File: config.mk
export PLATFORM = sky130hd
export DESIGN_NAME = mem_access_unit_flat
export DESIGN_NICKNAME = d
export VERILOG_FILES = /design/src/rtl/mem_access_unit_if.sv /design/src/rtl/mem_access_unit.sv /design/src/flat_wrapper.sv
export SDC_FILE = /design/constraint.sdc
export NUM_CORES = 1
export LEC_CHECK = 0
export ABC_CLOCK_PERIOD_IN_PS = 2670
export BUFFER_PORTS_ARGS = -buffer_cell sky130_fd_sc_hd__buf_4
export CAP_MARGIN = 20
export CORE_ASPECT_RATIO = 1.5
export CORE_MARGIN = 2
export CORE_UTILIZATION = 35
export DETAILED_ROUTE_END_ITERATION = 16
export SYNTH_ARGS = -nofsm -noshare
export SYNTH_HDL_FRONTEND = slang
export SYNTH_SLANG_ARGS = --single-unit
File: constraint.sdc
create_clock -name clk -period 2.67 [get_ports clk]
set_clock_uncertainty 0.05 [all_clocks]
set_input_delay 0.534 -clock clk [delete_from_list [all_inputs] [get_ports clk]]
set_output_delay 0.534 -clock clk [all_outputs]
set_load 0.03 [all_outputs]
File: src/rtl/mem_access_unit_if.sv
// Data-memory request/acknowledge bus between the memory-stage access engine
// and a single-port, variable-latency data memory.
interface mem_access_unit_if #(
  parameter int ADDR_W = 16,
  parameter int DATA_W = 16
) ();

  logic              mem_en;
  logic              mem_wr;
  logic [ADDR_W-1:0] mem_addr;
  logic [DATA_W-1:0] mem_wdata;
  logic [DATA_W-1:0] mem_rdata;
  logic              mem_ack;

  modport master (
    output mem_en,
    output mem_wr,
    output mem_addr,
    output mem_wdata,
    input  mem_rdata,
    input  mem_ack
  );

  modport slave (
    input  mem_en,
    input  mem_wr,
    input  mem_addr,
    input  mem_wdata,
    output mem_rdata,
    output mem_ack
  );

endinterface

File: src/rtl/mem_access_unit.sv
// Memory-stage access engine: takes one load/store from EX/MEM, runs it on a
// variable-latency memory, stalls the pipeline meanwhile and flags errors.
module mem_access_unit #(
  parameter int ADDR_W  = 16,
  parameter int DATA_W  = 16,
  parameter int TIMEOUT = 15
) (
  input  logic                  clk,
  input  logic                  rst,
  input  logic                  ex_rd,
  input  logic                  ex_wr,
  input  logic                  ex_valid,
  input  logic [ADDR_W-1:0]     ex_addr,
  input  logic [DATA_W-1:0]     ex_wdata,
  mem_access_unit_if.master     mem,
  output logic                  stall,
  output logic                  done,
  output logic [DATA_W-1:0]     rdata,
  output logic                  err
);

  typedef enum logic [1:0] {
    ST_IDLE  = 2'd0,
    ST_ISSUE = 2'd1,
    ST_WAIT  = 2'd2,
    ST_DONE  = 2'd3
  } state_t;

  localparam logic [7:0] TO_LAST = 8'(TIMEOUT - 1);

  state_t            state_r;
  state_t            state_s;
  logic [7:0]        cnt_r;
  logic [7:0]        cnt_s;
  logic              err_r;
  logic              err_next_s;
  logic              mem_en_r;
  logic              we_r;
  logic [ADDR_W-1:0] addr_r;
  logic [DATA_W-1:0] wdata_r;
  logic [DATA_W-1:0] rdata_r;

  logic              req_s;
  logic              illegal_s;
  logic              accept_s;
  logic              load_rdata_s;

  assign req_s     = ex_valid & (ex_rd | ex_wr);
  // Both directions at once, or an odd byte address, is rejected without a bus cycle.
  assign illegal_s = (ex_rd & ex_wr) | ex_addr[0];

  // Next-state, pipeline handshake and retire outputs.
  always_comb begin
    state_s      = state_r;
    cnt_s        = cnt_r;
    err_next_s   = err_r;
    accept_s     = 1'b0;
    load_rdata_s = 1'b0;
    stall        = 1'b0;
    done         = 1'b0;
    err          = 1'b0;
    case (state_r)
      ST_IDLE: begin
        if (req_s) begin
          if (illegal_s) begin
            done = 1'b1;
            err  = 1'b1;
          end else begin
            accept_s = 1'b1;
            stall    = 1'b1;
            state_s  = ST_ISSUE;
          end
        end else begin
          state_s = ST_IDLE;
        end
      end
      ST_ISSUE: begin
        stall   = 1'b1;
        cnt_s   = 8'd0;
        state_s = ST_WAIT;
      end
      ST_WAIT: begin
        stall = 1'b1;
        if (mem.mem_ack) begin
          // An ack on the final allowed cycle still counts as success.
          if (!we_r) begin
            load_rdata_s = 1'b1;
          end else begin
            load_rdata_s = 1'b0;
          end
          err_next_s = 1'b0;
          state_s    = ST_DONE;
        end else if (cnt_r == TO_LAST) begin
          err_next_s = 1'b1;
          state_s    = ST_DONE;
        end else begin
          cnt_s = cnt_r + 8'd1;
        end
      end
      ST_DONE: begin
        done    = 1'b1;
        err     = err_r;
        state_s = ST_IDLE;
      end
      default: begin
        state_s = ST_IDLE;
      end
    endcase
  end

  // State, timeout counter and retire status registers.
  always_ff @(posedge clk) begin
    if (rst) begin
      state_r  <= ST_IDLE;
      cnt_r    <= 8'd0;
      err_r    <= 1'b0;
      mem_en_r <= 1'b0;
    end else begin
      state_r  <= state_s;
      cnt_r    <= cnt_s;
      err_r    <= err_next_s;
      mem_en_r <= accept_s;
    end
  end

  // Request latches: captured on accept and held until the next accept.
  always_ff @(posedge clk) begin
    if (rst) begin
      addr_r  <= '0;
      wdata_r <= '0;
      we_r    <= 1'b0;
    end else if (accept_s) begin
      addr_r  <= ex_addr;
      wdata_r <= ex_wdata;
      we_r    <= ex_wr;
    end
  end

  // Load data register: updated only by a successful load ack.
  always_ff @(posedge clk) begin
    if (rst) begin
      rdata_r <= '0;
    end else if (load_rdata_s) begin
      rdata_r <= mem.mem_rdata;
    end
  end

  assign mem.mem_en    = mem_en_r;
  assign mem.mem_wr    = we_r;
  assign mem.mem_addr  = addr_r;
  assign mem.mem_wdata = wdata_r;
  assign rdata         = rdata_r;

endmodule
File: src/flat_wrapper.sv
// flat-port wrapper written by rule: the top's interface ports become plain ports
module mem_access_unit_flat 
#(
  parameter int ADDR_W  = 16,
  parameter int DATA_W  = 16,
  parameter int TIMEOUT = 15
)
  (clk, rst, ex_rd, ex_wr, ex_valid, ex_addr, ex_wdata, stall, done, rdata, err, mem_mem_en, mem_mem_wr, mem_mem_addr, mem_mem_wdata, mem_mem_rdata, mem_mem_ack);
  mem_access_unit_if #(.ADDR_W(ADDR_W), .DATA_W(DATA_W)) mem_i ();
  input  logic clk;
  input  logic rst;
  input  logic ex_rd;
  input  logic ex_wr;
  input  logic ex_valid;
  input  logic [ADDR_W-1:0] ex_addr;
  input  logic [DATA_W-1:0] ex_wdata;
  output logic stall;
  output logic done;
  output logic [DATA_W-1:0] rdata;
  output logic err;
  output wire logic [$bits(mem_i.mem_en)-1:0] mem_mem_en;
  output wire logic [$bits(mem_i.mem_wr)-1:0] mem_mem_wr;
  output wire logic [$bits(mem_i.mem_addr)-1:0] mem_mem_addr;
  output wire logic [$bits(mem_i.mem_wdata)-1:0] mem_mem_wdata;
  input wire logic [$bits(mem_i.mem_rdata)-1:0] mem_mem_rdata;
  input wire logic [$bits(mem_i.mem_ack)-1:0] mem_mem_ack;
  assign mem_mem_en = mem_i.mem_en;
  assign mem_mem_wr = mem_i.mem_wr;
  assign mem_mem_addr = mem_i.mem_addr;
  assign mem_mem_wdata = mem_i.mem_wdata;
  assign mem_i.mem_rdata = mem_mem_rdata;
  assign mem_i.mem_ack = mem_mem_ack;
  mem_access_unit #(.ADDR_W(ADDR_W), .DATA_W(DATA_W), .TIMEOUT(TIMEOUT)) u_core (.clk(clk), .rst(rst), .ex_rd(ex_rd), .ex_wr(ex_wr), .ex_valid(ex_valid), .ex_addr(ex_addr), .ex_wdata(ex_wdata), .mem(mem_i), .stall(stall), .done(done), .rdata(rdata), .err(err));
endmodule
==> results of run 1 <==
[area by class of cell]
type / instances / area, µm² / area share [%]
clock buffer: 12 / 165 / 4.78
timing repair buffer: 109 / 818 / 23.7
multi-input combinational: 216 / 1120 / 32.3
sequential: 61 / 1220 / 35.3
tap: 78 / 97.6 / 2.82
clock inverter: 3 / 20.0 / 0.579
inverter: 5 / 18.8 / 0.543
[cells by family (layout without fill, tap and decap cells)]
logic type,after synthesis,count (layout),synth area share [%]
AO/OA/AOI/OAI,74,74,17.5
AND/OR/NAND/NOR,133,133,24.0
buffers and inverters,23,129,3.62
XOR/XNOR,1,1,0.362
adder cells (fa/ha/maj),8,8,4.03
flip-flops,61,61,50.4
[per-layer routing]
| metal | routed length, µm | up-vias | global-route usage [%] |
|---|---|---|---|
| li1 | - | 1207 | - |
| met1 | 2560 | 1057 | 19.9 |
| met2 | 3150 | 85 | 29.5 |
| met3 | 558 | 12 | 5.35 |
| met4 | 131 | 0 | 9.70 |
| met5 | 0 | - | 0 |
[cells in the mapped netlist (all sizes together) (2+ instances only)]
cell type  instances
a21oi             57
a211oi             5
nor2               4
nand3              7
clkbuf            17
inv                5
o21ai              3
nand2            102
nor3               2
nand4b             2
nand4              2
dfxtp             61
nor2b              3
a2bb2oi            3
ha                 7
[stage by stage]
stage | area [µm²] | hold slack, ns | std cells | power [mW]
2_1_floorplan | 2420 | 0.389 | 300 | 1.57
3_3_place_gp | 3270 | 0.392 | 469 | 1.86
3_5_place_dp | 3270 | 0.397 | 469 | 1.87
4_1_cts | 3460 | 0.353 | 484 | 2.63
5_1_grt | 3460 | 0.366 | 484 | 2.74
6_report | 3460 | 0.373 | 484 | 2.59
[placed cells by master (no fill, tap or decap), types with 2 or more instances in the layout]
| cell type | instances |
|---|---|
| buf_4 | 109 |
| inv_1 | 5 |
| a211oi_1 | 5 |
| o21ai_0 | 3 |
| nor2b_1 | 3 |
| nand4_1 | 2 |
| dfxtp_1 | 61 |
| nand2_1 | 102 |
| ha_1 | 7 |
| nand4b_1 | 2 |
| nand3_1 | 7 |
| a21oi_1 | 57 |
| clkbuf_8 | 12 |
| a2bb2oi_1 | 3 |
| clkinvlp_4 | 2 |
| nor2_1 | 4 |
[worst min-delay path by stage]
stage | startpoint | endpoint | slack (ns) | depth (start not counted)
2_1_floorplan | u_core.cnt_r[7] | u_core.cnt_r[7] | 0.39 | 1
6_report | mem_mem_ack | u_core.err_r | 0.37 | 2
4_1_cts | mem_mem_ack | u_core.err_r | 0.35 | 2
5_1_grt | mem_mem_ack | u_core.err_r | 0.37 | 2
3_3_place_gp | u_core.rdata[5] | u_core.rdata[5] | 0.39 | 2
3_5_place_dp | u_core.mem.mem_wdata[6] | u_core.mem.mem_wdata[6] | 0.40 | 2
[flip-flops by register name, summed over array words and instances (netlist names)]
name,cells
u_core.rdata,16
u_core.mem.mem_wr,1
u_core.mem.mem_en,1
u_core.mem.mem_addr,16
u_core.state_r,2
u_core.cnt_r,8
u_core.mem.mem_wdata,16
u_core.err_r,1
[report_power, final]
part,internal [mW],switching [mW],total (mW)
Combinational,0.306,0.487,0.793
Clock,0.406,0.342,0.748
Sequential,0.992,0.0538,1.05
==> summary.txt, run 1 <==
Run status
  – Status: finished, final reports clean

Floorplan
  – Effective utilization at floorplan: roughly 36%
  – Rows: 37
  – Chip height: around 110 µm
  – Core Region: between 6000 and 7000 µm²
  – Die Span X: 71.9 µm
  – IO Pins: approximately 110
  – Die ar.: roughly 7600 µm²

Global routing
  – Largest net degree at the start of global routing: 64
  – Vias in the first global route: 2,394
  – First-pass GRT wire length: about 11 mm
  – Initial antenna violation count: 0
  – Gr ovfl total: 0
  – GRT Util Overall: between 10% and 20%

Place
  – Port buffer count: about 110
  – Final HPWL from detailed placement: roughly 4.5 mm
  – Pre-CTS setup slack: 0.576 ns
  – Final Wtd Congestion: 0.776

Routing
  – Antenna Violating Nets Remaining: 0
  – Vias per inst: about 4.9
  – DR iter-0 viols: 107
  – Post-Route WL: ~6.4 mm
  – DRC Markers: 0
  – Wire per inst: between 10 and 15 µm
  – Vias: between 2k and 2.5k
  – Drt first pass iters: 4

Setup path
  – Crit-path cells: inv_1, ha_1, a21oi_1, o21a_1, buf_4
  – Bufs and invs on worst path: 2
  – WS Path Type: reg2out
  – Worst Setup SP: u_core.state_r[0]
  – Max incr delay on CP: 0.40 ns
  – Worst setup path end: err
  – CP Capture Type: output pin
  – CP arrival: roughly 1.6 ns
  – Critical-path maximum fanout: 5
  – Reg2reg end: u_core.cnt_r[6]
  – R2R Setup Slk: between 0.6 and 0.7 ns
  – Reg-to-Reg Start: u_core.state_r[0]
  – Cell family with most CP delay: flip-flops
  – Crit. path cell count: 5
  – FF-to-FF path depth: 6
  – CP max-delay cell: dfxtp_1
  – Worst setup SP type: register
  – Worst EP required: between 2 and 2.5 ns

Run
  – Max-cap viol count: 0

Pwr
  – Worst IR Drop VDD: ~0.00042 V
  – Pwr dens: about 750 nW/µm²
  – Leak Pwr: approximately 1.4 nW

Synth
  – Mapped Cells: 300
  – Synth Area per Inst: between 8 and 9 µm²
  – Post-synth top area share: between 50% and 60%
  – Post-synth EDFFs: 0
  – Area contributors post-synth: dfxtp_1, nand2_1, a21oi_1
  – #FFs+latches synth: slightly above 60
  – Async set-or-reset flop fraction in the synthesized netlist: 0%
  – Synth Net Count: roughly 360
  – Sequential element share of the synthesized area: 50.4%
  – Yosys Warn Count: 0
  – Distinct cell type count after synthesis: 35
  – Mapped Area: between 2000 and 2500 µm²
  – Yosys top cell by area: dfxtp_1
  – Post-synth top flop: dfxtp_1

Timing
  – Final hold viol count: 0
  – Worst Max-Slew Pin Slew: 0.660 ns
  – Final min period: ~2.2 ns
  – Fmax: 451 MHz
  – Final setup viols: 0
  – Final Max Slew Viols: 0
  – Setup_tns: 0 ns
  – Slew margin rel.: between 50% and 60%
  – Min setup slack post-route: 0.454 ns
  – RSZ-0062 raised after global routing: false
  – Tcrit/Tclk final: between 80% and 90%

Layout
  – Share of cells above drive strength 1: 31.8%
  – Fill cells: approximately 680
  – ANT cells: 0
  – Layout net count: 463
  – Utilization after layout: between 50 and 60%
  – Area Growth Syn to Fin: 42.8%

Clocking
  – Clock root cell: clkbuf_8
  – Num CTS Buffers: 9
  – CTS tree: done
  – CTS clock-pin slew for the worst setup and hold paths: 0.07 ns
  – CTS resizes: 0
  – Max H-tree Level: 3
  – Clock Latency Late Sink: 0.33 ns
  – # clock sinks: 61
  – Post-CTS setup buffer count: 0
  – CTS max path bufs: 2
  – CTS Hold Buffers Added: 0

Hold path
  – Worst hold path class: in2reg
Note: power is estimated with default switching activity, not from simulation.
==> run 2, diff against run 1 <==
--- a/config.mk
+++ b/config.mk
@@ -5,7 +5,8 @@
 export SDC_FILE = /design/constraint.sdc
 export NUM_CORES = 1
 export LEC_CHECK = 0
-export ABC_CLOCK_PERIOD_IN_PS = 2670
+export ABC_AREA = 1
+export ABC_CLOCK_PERIOD_IN_PS = 1900
 export BUFFER_PORTS_ARGS = -buffer_cell sky130_fd_sc_hd__buf_4
 export CAP_MARGIN = 20
 export CORE_ASPECT_RATIO = 1.5
==> constraint.sdc (replaced) <==
create_clock -name clk -period 1.9 [get_ports clk]
set_clock_uncertainty 0.05 [all_clocks]
set_input_delay 0.38 -clock clk [delete_from_list [all_inputs] [get_ports clk]]
set_output_delay 0.38 -clock clk [all_outputs]
set_load 0.03 [all_outputs]
==> summary.txt, run 2 <==
Global routing
  – First-pass GRT wire length: roughly 11 mm
  – Largest net degree at the start of global routing: 42
  – GRT Util Overall: 18.6%
  – Initial antenna violation count: 0
  – Gr ovfl total: 0
  – Vias in the first global route: about 2.5k

Synth
  – Area contributors post-synth: dfxtp_1, nor2_1, o21ai_0
  – Yosys Warn Count: 0
  – Synth cell count leaders: nor2_1, dfxtp_1, o21ai_0, nand2_1, inv_1
  – Mapped Area: around 2500 µm²
  – Distinct cell type count after synthesis: 20
  – Post-synth top flop: dfxtp_1
  – Synth Net Count: around 400
  – Count leader, synth: nor2_1
  – Sequential element share of the synthesized area: 48.9%
  – #FFs+latches synth: roughly 60
  – Async set-or-reset flop fraction in the synthesized netlist: 0%
  – Post-synth EDFFs: 0
  – Mapped Cells: 342
  – Post-synth top area share: 48.9%
  – Synth Area per Inst: 7.30 µm²
  – Yosys top cell by area: dfxtp_1

Layout
  – Area Growth Syn to Fin: 45.2%
  – Fill cells: a little under 700
  – Most common cell after layout, fill and taps aside: buf_4
  – Layout net count: 518
  – Reg area: about 1200 µm²
  – Most frequent cells in the layout: buf_4, nor2_1, dfxtp_1, o21ai_0, nand2_1
  – Layout Cells excl Fill: roughly 540
  – Multi-input logic area: 1140 µm²
  – Share of cells above drive strength 1: 32.5%
  – ANT cells: 0

Setup path
  – FF-to-FF path depth: 9
  – Reg-to-Reg Start: u_core.state_r[0]
  – Crit-path cells: inv_2, ha_4, nand2_4, nor2_4, nand2_2, inv_2, nor2_2, nor2_2, buf_6
  – Critical-path maximum fanout: 3
  – Worst EP required: approximately 1.5 ns
  – CP max-delay cell: dfxtp_2
  – Worst Setup SP: u_core.state_r[0]
  – WS Path Type: reg2out
  – CP arrival: approximately 1.5 ns
  – Worst setup path end: stall
  – Reg2reg end: u_core.cnt_r[7]
  – CP Capture Type: output pin
  – Worst setup SP type: register
  – R2R Setup Slk: ~0.21 ns
  – Max incr delay on CP: 0.33 ns

Timing
  – Slew margin rel.: ~75%
  – Min setup slack post-route: -0.00113 ns
  – Final min period: 1.90 ns
  – Final hold viol count: 0
  – Tcrit/Tclk final: 100%
  – Worst Max-Slew Pin Slew: 0.377 ns
  – Fmax: about 530 MHz
  – Final setup viols: 1
  – RSZ-0062 raised after global routing: true
  – Final Max Slew Viols: 0

Place
  – Cell Count Post-Placement: 518
  – Final HPWL from detailed placement: approximately 4.9 mm
  – Port buffer count: approximately 110
  – Final Wtd Congestion: 0.825

Routing
  – Vias: ~2.6k
  – Post-Route WL: between 6 and 7 mm
  – Antenna Violating Nets Remaining: 0
  – Drt first pass iters: 6
  – DR iter-0 viols: roughly 160
  – DRC Markers: 0
  – Wire per inst: ~13 µm
  – Vias per inst: 4.74

Clocking
  – Max H-tree Level: 3
  – Clock root cell: clkbuf_8
  – CTS Hold Buffers Added: 0
  – CTS clock-pin slew for the worst setup and hold paths: roughly 0.070 ns
  – Num CTS Buffers: 9
  – # clock sinks: between 60 and 70
  – CTS max path bufs: 2
  – Clock Latency Late Sink: around 0.33 ns
  – CTS tree: done

Pwr
  – Internal: 2.35 mW
  – Switching power: between 1 and 1.5 mW
  – Gate power share: 24.2%
  – Switching Share: between 30 and 40%
  – Pwr dens: 937 nW/µm²
  – Seq pwr share: 42.2%
  – Pwr Total: ~3.4 mW
  – Clock power share: approximately 34%
  – Worst IR Drop VDD: between 0.0007 and 0.0008 V
  – Leak Pwr: 1.73 nW

Hold path
  – Worst hold path class: in2reg

Run status
  – Failing checks: setup timing
  – Status: complete, but fails checks

Floorplan
  – Die Span X: between 70 and 80 µm
  – Effective utilization at floorplan: 36.2%
  – IO Pins: roughly 110
  – Die ar.: between 7000 and 8000 µm²
  – Core Region: approximately 7000 µm²
  – Rows: 37
  – Chip height: between 100 and 150 µm

Run
  – Max-cap viol count: 0
[run 2: power groups by stage]
stage                     combinational [mW]  clock (mW)  sequential, mW
after floorplan                        0.308           0            1.61
after global placement                 0.755           0            1.46
final                                  0.823        1.14            1.44
after global routing                   0.897        1.23            1.45
after detailed placement               0.765           0            1.47
after CTS                              0.828        1.17            1.44
[run 2: layout make-up]
| class | instances | area share [%] |
|---|---|---|
| flip-flops and latches | 61 | 33.7 |
| clock buffers | 11 | 3.90 |
| inverters | 20 | 2.07 |
| well taps | 78 | 2.69 |
| clock inverters | 4 | 1.35 |
| multi-input cells | 245 | 31.3 |
| repair buffers | 120 | 24.9 |
[run 2: cells by family after synthesis]
kind of cell	after synthesis	share of synthesized area [%]
AO/OA/AOI/OAI	64	13.2
buffers and inverters	36	6.91
flip-flops	61	48.9
adder cells (fa/ha/maj)	7	3.51
AND/OR/NAND/NOR	174	27.5
[run 2: per-stage QoR]
stage | util (%) | instance area (µm²) | hold WS [ns] | worst slack (ns) | setup TNS [ns]
2_1_floorplan | - | 2500 | 0.376 | 0.0305 | 0
3_3_place_gp | 48.6 | 3360 | 0.384 | 0.213 | 0
3_5_place_dp | 48.6 | 3360 | 0.386 | 0.147 | 0
4_1_cts | 52.6 | 3630 | 0.200 | -0.0255 | -0.0255
5_1_grt | 52.6 | 3630 | 0.211 | -0.0964 | -0.217
6_report | 52.6 | 3630 | 0.215 | -0.00113 | -0.00113
[run 2: what timing repair did]
action                                  CTS  global route
gates resized for setup                  12             0
endpoints found under the setup margin    3             3
pin swaps                                 4             1
setup buffers                             6             0
[run 2: worst max-delay path, delay by kind of cell (launching register included)]
kind	cells	cell delay [ns]
buffers and inverters	3	0.30
DFF	1	0.33
and+or+nand+nor	5	0.37
adders and majority gates	1	0.15
[run 2: worst min path at each step]
stage	startpoint	to	slack [ns]	depth (start not counted)
after floorplan	u_core.err_r	u_core.err_r	0.38	2
after global placement	u_core.mem.mem_addr[0]	u_core.mem.mem_addr[0]	0.38	2
after detailed placement	u_core.mem.mem_addr[0]	u_core.mem.mem_addr[0]	0.39	2
after CTS	mem_mem_rdata[6]	u_core.rdata[6]	0.20	3
after global routing	mem_mem_rdata[4]	u_core.rdata[4]	0.21	3
final	mem_mem_rdata[6]	u_core.rdata[6]	0.21	3
[run 2: layer usage]
metal  GRT usage, %  share of wire [%]
met2           32.5                 51
met3           5.99                6.5
met4           8.73                2.8
met5              0                  0
met1           19.9                 39
